`config.mk`:
```
export PLATFORM = sky130hd
export DESIGN_NAME = fetch_stage
export DESIGN_NICKNAME = d
export VERILOG_FILES = /design/src/rtl/core_pkg.sv /design/src/rtl/if_id_reg.sv /design/src/rtl/fetch_stage.sv
export SDC_FILE = /design/constraint.sdc
export NUM_CORES = 1
export LEC_CHECK = 0
export ABC_AREA = 1
export CAP_MARGIN = 20
export CORE_MARGIN = 10
export CORE_UTILIZATION = 35
export CTS_CLUSTER_SIZE = 24
export DETAILED_ROUTE_END_ITERATION = 16
export PLACE_DENSITY = 0.71
export SETUP_SLACK_MARGIN = 0.5
export SLEW_MARGIN = 20
export SYNTH_ARGS = -nofsm -noshare
export SYNTH_HDL_FRONTEND = slang
export SYNTH_SLANG_ARGS = --single-unit
export TNS_END_PERCENT = 1
```
`constraint.sdc`:
```
create_clock -name clk -period 3.7 [get_ports clk]
set_input_delay 0.74 -clock clk [delete_from_list [all_inputs] [get_ports clk]]
set_output_delay 0.74 -clock clk [all_outputs]
set_load 0.02 [all_outputs]
```
`src/rtl/core_pkg.sv`:
```
// Types and constants shared by the fetch stage and the stages downstream of IF/ID.
package core_pkg;

    localparam int          XLEN      = 64;
    localparam logic [31:0] NOP_INSTR = 32'h0000_0013;  // addi x0,x0,0

    typedef enum logic {
        RUN   = 1'b0,
        FAULT = 1'b1
    } fetch_state_t;

    typedef struct packed {
        logic            valid;
        logic [XLEN-1:0] pc;
        logic [31:0]     instr;
    } if_id_t;

endpackage

```
`src/rtl/if_id_reg.sv`:
```
// IF/ID pipeline register. A bubble outranks a hold so that a flush is never lost under a stall.
module if_id_reg
    import core_pkg::*;
(
    input  logic   clk,
    input  logic   rst_n,
    input  logic   i_hold,
    input  logic   i_bubble,
    input  if_id_t i_d,
    output if_id_t o_q
);

    if_id_t r_q;

    // On a bubble the pc field keeps its last value; consumers qualify it with valid.
    always_ff @(posedge clk) begin
        if (!rst_n) begin
            r_q.valid <= 1'b0;
            r_q.pc    <= '0;
            r_q.instr <= NOP_INSTR;
        end else if (i_bubble) begin
            r_q.valid <= 1'b0;
            r_q.instr <= NOP_INSTR;
        end else if (!i_hold) begin
            r_q <= i_d;
        end
    end

    assign o_q = r_q;

endmodule

```
`src/rtl/fetch_stage.sv`:
```
// Instruction fetch: owns the PC, drives the zero-latency instruction memory and fills IF/ID.
// Misaligned redirects and out-of-range PCs park the stage in a sticky FAULT state until reset.
module fetch_stage
    import core_pkg::*;
#(
    parameter logic [XLEN-1:0] RESET_PC  = '0,
    parameter int              MEM_BYTES = 64
) (
    input  logic            clk,
    input  logic            rst_n,
    output logic [XLEN-1:0] imem_adr,
    input  logic [31:0]     imem_instr,
    input  logic            stall,
    input  logic            redirect_valid,
    input  logic [XLEN-1:0] redirect_target,
    output logic            if_id_valid,
    output logic [XLEN-1:0] if_id_pc,
    output logic [31:0]     if_id_instr,
    output logic            fetch_fault,
    output logic [XLEN-1:0] fault_addr,
    output logic [31:0]     fetch_count
);

    localparam logic [XLEN-1:0] LAST_PC = XLEN'(MEM_BYTES - 4);

    fetch_state_t    r_state;
    fetch_state_t    w_state_next;
    logic [XLEN-1:0] r_pc;
    logic [XLEN-1:0] w_pc_next;
    logic [XLEN-1:0] r_fault_addr;
    logic [XLEN-1:0] w_fault_addr_next;
    logic [31:0]     r_count;
    logic [31:0]     w_count_next;
    logic            r_fetch_fault;
    logic            w_hold;
    logic            w_bubble;
    if_id_t          w_ifid_d;
    if_id_t          w_ifid_q;

    assign w_ifid_d = '{valid: 1'b1, pc: r_pc, instr: imem_instr};

    always_comb begin
        w_state_next      = r_state;
        w_pc_next         = r_pc;
        w_fault_addr_next = r_fault_addr;
        w_count_next      = r_count;
        w_hold            = 1'b1;
        w_bubble          = 1'b0;
        unique case (r_state)
            RUN: begin
                if (redirect_valid) begin
                    w_bubble = 1'b1;
                    if (redirect_target[1:0] != 2'b00) begin
                        w_state_next      = FAULT;
                        w_fault_addr_next = redirect_target;
                    end else begin
                        w_pc_next = redirect_target;
                    end
                end else if (stall) begin
                    w_hold = 1'b1;
                end else if (r_pc > LAST_PC) begin
                    // Redirect targets are only range-checked here, on their first fetch.
                    w_state_next      = FAULT;
                    w_fault_addr_next = r_pc;
                    w_bubble          = 1'b1;
                end else begin
                    w_hold       = 1'b0;
                    w_pc_next    = r_pc + XLEN'(4);
                    w_count_next = r_count + 32'd1;
                end
            end
            FAULT: begin
                w_bubble = 1'b1;
            end
            default: begin
                w_state_next = FAULT;
                w_bubble     = 1'b1;
            end
        endcase
    end

    always_ff @(posedge clk) begin
        if (!rst_n) begin
            r_state       <= RUN;
            r_pc          <= RESET_PC;
            r_fault_addr  <= '0;
            r_count       <= '0;
            r_fetch_fault <= 1'b0;
        end else begin
            r_state       <= w_state_next;
            r_pc          <= w_pc_next;
            r_fault_addr  <= w_fault_addr_next;
            r_count       <= w_count_next;
            r_fetch_fault <= (w_state_next == FAULT);
        end
    end

    if_id_reg u_if_id_reg (
        .clk      (clk),
        .rst_n    (rst_n),
        .i_hold   (w_hold),
        .i_bubble (w_bubble),
        .i_d      (w_ifid_d),
        .o_q      (w_ifid_q)
    );

    assign imem_adr    = r_pc;
    assign if_id_valid = w_ifid_q.valid;
    assign if_id_pc    = w_ifid_q.pc;
    assign if_id_instr = w_ifid_q.instr;
    assign fetch_fault = r_fetch_fault;
    assign fault_addr  = r_fault_addr;
    assign fetch_count = r_count;

endmodule
```
==> results of run 1 <==
-- flip-flops by register name (all words and copies together) (netlist names) --
signal / count
fault_addr: 64
fetch_count: 32
fetch_fault: 1
imem_adr: 64
u_if_id_reg.o_q: 97
-- worst min path at each step --
stage | start | to | slack, ns | depth (start not counted)
final | u_if_id_reg.o_q[48] | u_if_id_reg.o_q[48] | 0.44 | 2
after global routing | u_if_id_reg.o_q[86] | u_if_id_reg.o_q[86] | 0.46 | 2
after CTS | u_if_id_reg.o_q[52] | u_if_id_reg.o_q[52] | 0.44 | 2
after detailed placement | u_if_id_reg.o_q[52] | u_if_id_reg.o_q[52] | 0.43 | 2
after global placement | u_if_id_reg.o_q[90] | u_if_id_reg.o_q[90] | 0.43 | 2
after floorplan | u_if_id_reg.o_q[75] | u_if_id_reg.o_q[75] | 0.51 | 2
-- routing by layer --
layer / track usage [%] / vias up / part of all wire (%)
met5: 0 / - / 0.040
met4: 5.06 / 2 / 2.4
met3: 6.95 / 69 / 9.5
met2: 32.8 / 475 / 46
met1: 23.7 / 6263 / 42
li1: - / 6792 / -
-- synthesized netlist by cell type (all sizes together) --
| library cell | n | share of area (%) |
|---|---|---|
| buf | 55 | 2.6 |
| xnor2 | 12 | 0.83 |
| o21ai | 12 | 0.48 |
| dfxtp | 258 | 41 |
| nand2 | 580 | 17 |
| ha | 2 | 0.20 |
| o211ai | 3 | 0.18 |
| xor2 | 19 | 1.3 |
| o21a | 9 | 0.54 |
| nor3 | 19 | 0.75 |
| and2 | 5 | 0.25 |
| nand3b | 1 | 0.060 |
| nor2 | 393 | 12 |
| nand4 | 33 | 1.6 |
| a31oi | 2 | 0.099 |
| nand3 | 168 | 6.7 |
| clkbuf | 62 | 1.8 |
| inv | 148 | 4.4 |
| or2 | 2 | 0.099 |
| a21oi | 190 | 7.9 |
-- cell families (layout without fill, tap and decap cells) --
kind of cell | after synthesis | after routing
fa+ha+maj | 2 | 2
buf+inv | 265 | 577
simple gates | 1201 | 1201
flops | 258 | 258
other cells | 0 | 3
xor+xnor | 31 | 31
compound gates | 216 | 216
-- report_power, final --
group / internal [mW] / switching, mW
clock network: 1.77 / 1.24
registers: 2.90 / 0.115
logic: 0.492 / 0.690
-- per-stage QoR --
stage	total power [mW]	util (%)
global route	7.53	49.0
CTS	7.29	49.0
finish	7.20	49.0
detailed placement	4.25	46.1
floorplan	3.73	-
global placement	4.24	46.1
-- cell type report --
type	count	area (sq um)	area share (%)
clock inverter	15	190	1.09
clock buffer	41	822	4.72
timing repair buffer	373	3740	21.4
antenna	3	7.51	0.0431
sequential	258	5160	29.6
inverter	148	556	3.19
tap	461	577	3.31
multi-input combinational	1450	6370	36.6
-- worst max-delay path: cells and delay by family (launching register included) --
family | cells | cell delay (ns)
fa+ha+maj | 1 | 0.24
simple gates | 11 | 1.34
flops | 1 | 0.52
buf+inv | 1 | 0.47
==> qor.csv, run 1 <==
metric;value;unit
status;completed;
crit_chain;ha_1 -> nand2_2 -> nor2_2 -> nand2_1 -> nand3_1 -> nor2_2 -> nand2_4 -> nand2_4 -> nand3_4 -> buf_4 -> nand2_1 -> nand2_1 -> nor2_1;
clkTransAtPathRegs;0.06;ns
fp-row-count;69;
finalNonFillerCells;2749;
grt_usage;19.7;%
finClkSkew;0.0179;ns
power_leakage;7.15;nW
syn_inst;1973;
dp_hpwl;32.9;mm
vias;13600;
slew_violations;0;
rsz0062_at_grt;no;
worst_r2r_startpoint;imem_adr[2];
drcViolationCount;0;
ys_ff_latch;258;
path_common_cell;nand2_1;
hold_viol;0;
setup_viol;0;
coreArea;35600;sq um
grt-ovfl-total;0;
fillers;3584;
critPathCapture;imem_adr[60];
tritoncts;yes;
holdBufCountCts;0;
ant_nets;0;
whs;0.437;ns
ys_seq_area_share;40.9;%
initial_core_util;35.5;%
die_area;44000;sq um
synth-compound-area-share;9.15;%
cts_buffers;30;
fmax;369;MHz
yosys.area_share.xor_xnor;2.15;%
rrSetupSlack;0.99;ns
fin_setup_tns;0;ns
tightest_slew;0.751;ns
yosys.area_share.simple;38.7;%
placed_area;16400;sq um
gp_congestion;0.903;
ios;358;
dp_slack;0.738;ns
ff2ff_path_depth;13;
period_share;73.2;%
setup_slack;0.992;ns
synth_mux_area_share;0;%
cts_buffer_depth;3;
areaGrowthSynthToFinish;38.2;%
cts_setup_buffers;0;
worstPathArrival;3.17;ns
synthAdderAreaFrac;0.198;%
dp.cells;2690;
worst-path-max-fanout;44;
startpoint;imem_adr[2];
fin_crit;2.71;ns
final_cell_mix;nand2_1 (575), nor2_1 (387), clkdlybuf4s50_1 (355);
cp_slowest_cell;dfxtp_1;
critical_path_class;flip-flop to flip-flop;
cts_max_level;1;
cts_root_buffer;clkbuf_16;
synth_top_family_by_area;simple AND/OR/NAND/NOR gates;
portBuffers;357;
clkSinkCount;258;
drt-pass1-iter-count;5;
cp.required;4.17;ns
nNetsFinal;2363;
grt_pass1_wl;72.0;mm
slowest_delay;0.52;ns
drtIter0Drc;976;
cap_violations;0;
start_kind;flip-flop;
final_common_cell;nand2_1;
syn-num-nets;2075;
synth_warnings;0;
synth_cell_types;30;
wire_per_inst;16.6;um
ctsResizeCount;0;
antenna_found_initial;3;
ir_drop;0.393;mV
min_path_type;flip-flop to flip-flop;
design_area;17400;sq um
netlist_area;12600;sq um
grt_max_degree;145;
grt_pass1_vias;13200;
avgSynthCellArea;6.39;sq um
die_h;210;um
relSlewSlack;50.0;%
via_per_inst;4.95;
worstReg2RegEnd;imem_adr[60];
power_density;413;nW/um^2
clock_latency;0.58;ns
worstSetupEndpointType;flip-flop;
totalWireLength;45.6;mm
drive_gt1_share;4.20;%
die_w;210;um
Power figures use the tool's default switching activity.
==> run 2: changes to the inputs <==
==> constraint.sdc (replaced) <==
create_clock -name clk -period 2.7 [get_ports clk]
set_input_delay 0.54 -clock clk [delete_from_list [all_inputs] [get_ports clk]]
set_output_delay 0.54 -clock clk [all_outputs]
set_load 0.02 [all_outputs]
==> run 2 against run 1 <==
Against the previous run: cell count increased by 0.69%; non-clock buffer count up 21; global-route usage grew 0.14 points; combinational power grew 43%; final area grew 1.2%; wire length grew 1.5%; sequential power grew 37%; clock-buffer cell count increased by 8; critical path depth shrank 12; utilization grew 0.60 points; largest cell class unchanged; largest power group unchanged; highest routed layer unchanged.
==> qor.csv, run 2 (synthesis gave the netlist of run 1 again) <==
metric;value;unit;change
status;completed;;unchanged
gp_congestion;0.909;;was 0.903
worst_r2r_startpoint;imem_adr[2];;unchanged
grt_pass1_vias;13200;;about the same
clock_latency;0.57;ns;was 0.58 ns
hp-start;rst_n;;was u_if_id_reg.o_q[48]
fmax;442;MHz;
vias;13700;;was 13600
fp-row-count;69;;unchanged
tritoncts;yes;;unchanged
worst-path-max-fanout;6;;was 44
cts_buffers;30;;unchanged
clkSinkCount;258;;unchanged
power_leakage;7.29;nW;was 7.15 nW
grt_usage;19.9;%;was 19.7%
final_cell_mix;nand2_1 (575), nor2_1 (385), clkdlybuf4s50_1 (353);;was nand2_1 (575), nor2_1 (387), clkdlybuf4s50_1 (355)
fin_crit;2.26;ns;
cp_slowest_cell;clkdlybuf4s50_1;;was dfxtp_1
die_h;210;um;unchanged
grt_max_degree;145;;unchanged
power_density;546;nW/um^2;was 413 nW/um^2
grt_pass1_wl;72.2;mm;was 72.0 mm
dp.cells;2704;;was 2690
finClkSkew;0.0161;ns;was 0.0179 ns
ios;358;;unchanged
crit_chain;clkdlybuf4s50_1;;was ha_1 -> nand2_2 -> nor2_2 -> nand2_1 -> nand3_1 -> nor2_2 -> nand2_4 -> nand2_4 -> nand3_4 -> buf_4 -> nand2_1 -> nand2_1 -> nor2_1
nNetsFinal;2384;;was 2363
cp.required;2.16;ns;was 4.17 ns
rsz0062_at_grt;yes;;was no
die_w;210;um;unchanged
die_area;44000;sq um;unchanged
portBuffers;357;;unchanged
hold_viol;0;;unchanged
fin_setup_tns;0;ns;unchanged
slowest_delay;0.68;ns;was 0.52 ns
dp_hpwl;32.9;mm;about the same
cts_buffer_depth;3;;unchanged
coreArea;35600;sq um;unchanged
areaGrowthSynthToFinish;39.9;%;was 38.2%
drtIter0Drc;1193;;was 976
worstPathArrival;1.72;ns;was 3.17 ns
wire_per_inst;16.7;um;was 16.6 um
final_common_cell;nand2_1;;unchanged
worstSetupEndpointType;primary output;;was flip-flop
cts_root_buffer;clkbuf_16;;unchanged
critPathTopFamily;buffers and inverters;;was simple AND/OR/NAND/NOR gates
period_share;83.7;%;
min_path_type;input port to flip-flop;;was flip-flop to flip-flop
ir_drop;0.467;mV;was 0.393 mV
cap_violations;0;;unchanged
critical_path_class;flip-flop to primary output;;was flip-flop to flip-flop
ant_nets;0;;unchanged
largest_reg_flops;97;;unchanged
clkTransAtPathRegs;0.06;ns;about the same
drive_gt1_share;4.99;%;was 4.20%
grt-ovfl-total;0;;unchanged
drt-pass1-iter-count;5;;unchanged
antenna_found_initial;3;;unchanged
totalWireLength;46.2;mm;was 45.6 mm
drcViolationCount;0;;unchanged
slew_violations;0;;unchanged
finalNonFillerCells;2768;;was 2749
startpoint;imem_adr[23];;was imem_adr[2]
cts_max_level;1;;unchanged
crit_buf_inv;1;;unchanged
relSlewSlack;51.4;%;was 50.0%
tightest_slew;0.729;ns;was 0.751 ns
via_per_inst;4.96;;was 4.95
setup_viol;0;;unchanged
start_kind;flip-flop;;unchanged
initial_core_util;35.5;%;unchanged
run 2: worst reg2reg max path: stages (launching register included):
cell     delay, ns
dfxtp_1       0.31
ha_1          0.21
nand2_2       0.11
nor2_2        0.06
nand2_1       0.08
nand3_1       0.13
nor2_4        0.14
nand2_4       0.08
inv_2         0.23
buf_4         0.38
nand3_1       0.17
a21oi_2       0.16
run 2: through the flow:
| step | setup slack, ns | instance area [sq um] | hold slack (ns) | utilization [%] | total power [mW] |
|---|---|---|---|---|---|
| after floorplan | 0.783 | 12600 | 0.514 | - | 5.11 |
| after global placement | 0.189 | 16600 | 0.425 | 46.6 | 5.84 |
| after detailed placement | 0.179 | 16600 | 0.427 | 46.6 | 5.86 |
| after CTS | 0.368 | 17500 | 0.359 | 49.2 | 9.72 |
| after global routing | 0.360 | 17600 | 0.394 | 49.6 | 10.1 |
| final | 0.439 | 17600 | 0.402 | 49.6 | 9.63 |
run 2: where the power goes:
group          total [mW]  internal [mW]  switching, mW
clock network        3.83           2.22           1.61
logic                1.69          0.714          0.976
registers            4.11           3.97          0.142
run 2: final timing paths:
path                         endpoint  slack (ns)  cells past startpoint
setup / recovery         imem_adr[23]        0.44                      1
hold / removal     u_if_id_reg.o_q[1]        0.40                      4
setup reg to reg  u_if_id_reg.o_q[26]        0.60                     11
hold reg to reg   u_if_id_reg.o_q[47]        0.44                      2
run 2: metal layers:
layer | vias to the layer above | wire length (um) | GRT usage [%]
met5 | - | 18 | 0
met4 | 2 | 1240 | 6.38
met3 | 71 | 4440 | 6.95
met2 | 505 | 21300 | 32.8
met1 | 6314 | 19300 | 23.6
li1 | 6842 | - | -
run 2: final cells by class:
class,instances,area [sq um]
fillers,3552,17900
well taps,461,577
repair buffers,394,4020
clock inverters,6,43.8
diodes,2,5.00
flip-flops and latches,258,5160
inverters,148,558
multi-input cells,1450,6390
clock buffers,49,882
run 2: what timing repair did:
item	4_1_cts	5_1_grt
cloned	0	2
pin swaps	0	1
resized for setup	1	14
endpoints found under the setup margin	194	302
hold buffers	0	0
buffers inserted	0	5
==> run 3: changes to the inputs <==
==> constraint.sdc (replaced) <==
create_clock -name clk -period 2.3 [get_ports clk]
set_input_delay 0.46 -clock clk [delete_from_list [all_inputs] [get_ports clk]]
set_output_delay 0.46 -clock clk [all_outputs]
set_load 0.02 [all_outputs]
==> run 3 against run 2 <==
Against the previous run: first-iteration DRC count decreased by 14%; clock skew decreased by 0.00084 ns; hold slack got worse by 0.032 ns; clock power increased by 40%; worst setup slack got worse by 0.20 ns; register-to-register slack got worse by 0.29 ns; combinational power increased by 21%; sequential power increased by 18%; largest power group is now clock; highest routed layer unchanged.
==> qor.csv, run 3 (synthesis gave the netlist of run 1 again) <==
metric;value;unit;change
status;completed;;unchanged
fp-row-count;69;;unchanged
fin_crit;2.06;ns;
totalWireLength;47.7;mm;was 46.2 mm
start_kind;flip-flop;;unchanged
largest_reg_flops;97;;unchanged
ant_nets;0;;unchanged
cp.required;1.84;ns;was 2.16 ns
met2_length;22.1;mm;was 21.3 mm
rrSetupSlack;0.31;ns;was 0.60 ns
p_clk_share;43.8;%;was 39.8%
worst-path-max-fanout;4;;was 6
gp_congestion;0.918;;was 0.909
worstPathArrival;1.60;ns;was 1.72 ns
switching_share;27.1;%;was 28.4%
cp_slowest_cell;clkdlybuf4s50_1;;unchanged
dp_hpwl;33.6;mm;was 32.9 mm
cts_buffer_depth;3;;unchanged
wire_per_inst;17.1;um;was 16.7 um
critPathTopFamily;buffers and inverters;;unchanged
cts_max_level;1;;unchanged
vias;14000;;was 13700
worst_r2r_startpoint;imem_adr[34];;was imem_adr[2]
critPathCapture;imem_adr[30];;was imem_adr[23]
clkTransAtPathRegs;0.06;ns;about the same
cts_root_buffer;clkbuf_16;;unchanged
drcViolationCount;0;;unchanged
drt-pass1-iter-count;8;;was 5
path_depth;1;;unchanged
worstReg2RegEnd;u_if_id_reg.o_q[34];;was u_if_id_reg.o_q[26]
holdBufCountCts;0;;unchanged
dr_wl_met3;4.75;mm;was 4.44 mm
tightest_slew;0.739;ns;was 0.729 ns
clkSinkCount;258;;unchanged
top_layer;met5;;unchanged
wl_met1;19.3;mm;about the same
final_common_cell;nand2_1;;unchanged
power_frac_comb;16.8;%;was 17.5%
ff2ff_path_depth;12;;was 11
tritoncts;yes;;unchanged
crit_buf_inv;1;;unchanged
grt_usage;19.9;%;about the same
intPower;8.94;mW;was 6.90 mW
cap_violations;0;;unchanged
power_frac_seq;39.5;%;was 42.7%
fmax;486;MHz;
p_total;12.3;mW;was 9.63 mW
grt_pass1_vias;13100;;was 13200
slowest_delay;0.66;ns;was 0.68 ns
startpoint;imem_adr[30];;was imem_adr[23]
die_h;210;um;unchanged
die_area;44000;sq um;unchanged
via_per_inst;5.00;;was 4.96
drtIter0Drc;1031;;was 1193
nNetsFinal;2411;;was 2384
coreArea;35600;sq um;unchanged
worstSetupEndpointType;primary output;;unchanged
clock_latency;0.56;ns;was 0.57 ns
grt-ovfl-total;0;;unchanged
slew_violations;0;;unchanged
critical_path_class;flip-flop to primary output;;unchanged
final_cell_mix;nand2_1 (570), nor2_1 (369), clkdlybuf4s50_1 (274);;was nand2_1 (575), nor2_1 (385), clkdlybuf4s50_1 (353)
hold_viol;0;;unchanged
min_path_type;input port to flip-flop;;unchanged
grt_pass1_wl;72.3;mm;was 72.2 mm
cts_buffers;30;;unchanged
regArea;5210;sq um;was 5160 sq um
power_leakage;7.99;nW;was 7.29 nW
p_sw;3.32;mW;was 2.73 mW
setup_viol;0;;unchanged
initial_core_util;35.5;%;unchanged
fillers;3514;;was 3552
antenna_found_initial;3;;unchanged
ir_drop;0.626;mV;was 0.467 mV
die_w;210;um;unchanged
areaGrowthSynthToFinish;45.0;%;was 39.9%
crit_chain;clkdlybuf4s50_1;;unchanged
drive_gt1_share;9.13;%;was 4.99%
finClkSkew;0.0153;ns;was 0.0161 ns
rsz0062_at_grt;yes;;unchanged
portBuffers;357;;unchanged
ios;358;;unchanged
relSlewSlack;50.7;%;was 51.4%
whs;0.370;ns;was 0.402 ns
power_density;670;nW/um^2;was 546 nW/um^2
multi_input_comb_area;6520;sq um;was 6390 sq um
period_share;89.5;%;
grt_max_degree;127;;was 145
fin_setup_tns;0;ns;unchanged
## run 3: cell count changes in the layout (fill, tap and decap cells not counted), sizes merged
cell and delta:
buf +29, bufinv +5, clkbuf -1, clkdlybuf4s50 -79, clkinv -3, clkinvlp +1, diode -1, dlygate4sd2 +75
## run 3: cell type report
cell class                      instances  share of cell area, %
Tap cell                              461                   3.15
Antenna cell                            1                 0.0137
Clock buffer                           46                   5.22
Sequential cell                       258                   28.5
Multi-Input combinational cell       1450                   35.7
Inverter                              148                   3.07
Timing Repair Buffer                  421                   23.4
Clock inverter                          9                  0.965
## run 3: worst min-delay path by stage
stage / start / to / cells past startpoint
6_report: redirect_valid / imem_adr[1] / 4
5_1_grt: redirect_valid / imem_adr[0] / 4
4_1_cts: redirect_valid / imem_adr[1] / 4
3_5_place_dp: u_if_id_reg.o_q[44] / u_if_id_reg.o_q[44] / 2
3_3_place_gp: u_if_id_reg.o_q[77] / u_if_id_reg.o_q[77] / 2
2_1_floorplan: u_if_id_reg.o_q[75] / u_if_id_reg.o_q[75] / 2
## run 3: power by group through the flow
stage | registers, mW | clock network (mW) | logic [mW]
finish | 4.84 | 5.36 | 2.05
detailed placement | 4.92 | 0 | 2.02
global route | 4.86 | 5.63 | 2.25
floorplan | 5.13 | 0 | 0.875
CTS | 4.83 | 5.47 | 1.99
global placement | 4.92 | 0 | 2.00
## run 3: stage by stage
| stage | setup WS (ns) | util (%) | instance area [sq um] | instances |
|---|---|---|---|---|
| detailed placement | 0.156 | 47.3 | 16800 | 2724 |
| CTS | 0.226 | 50.2 | 17900 | 2779 |
| finish | 0.242 | 51.4 | 18300 | 2794 |
| floorplan | 0.515 | - | 12600 | 1973 |
| global placement | 0.126 | 47.3 | 16800 | 2724 |
| global route | 0.191 | 51.4 | 18300 | 2793 |
## run 3: metal layers
layer	global-route usage, %	vias up
li1	-	6888
met1	24.6	6402
met2	32.8	601
met3	6.01	87
met4	5.36	4
met5	0	-
## run 3: timing repair
item / CTS / global route
endpoints found under the setup margin: 514 / 511
resized for setup: 98 / 82
setup buffers: 0 / 7
pin swaps: 0 / 14
gates cloned: 0 / 7
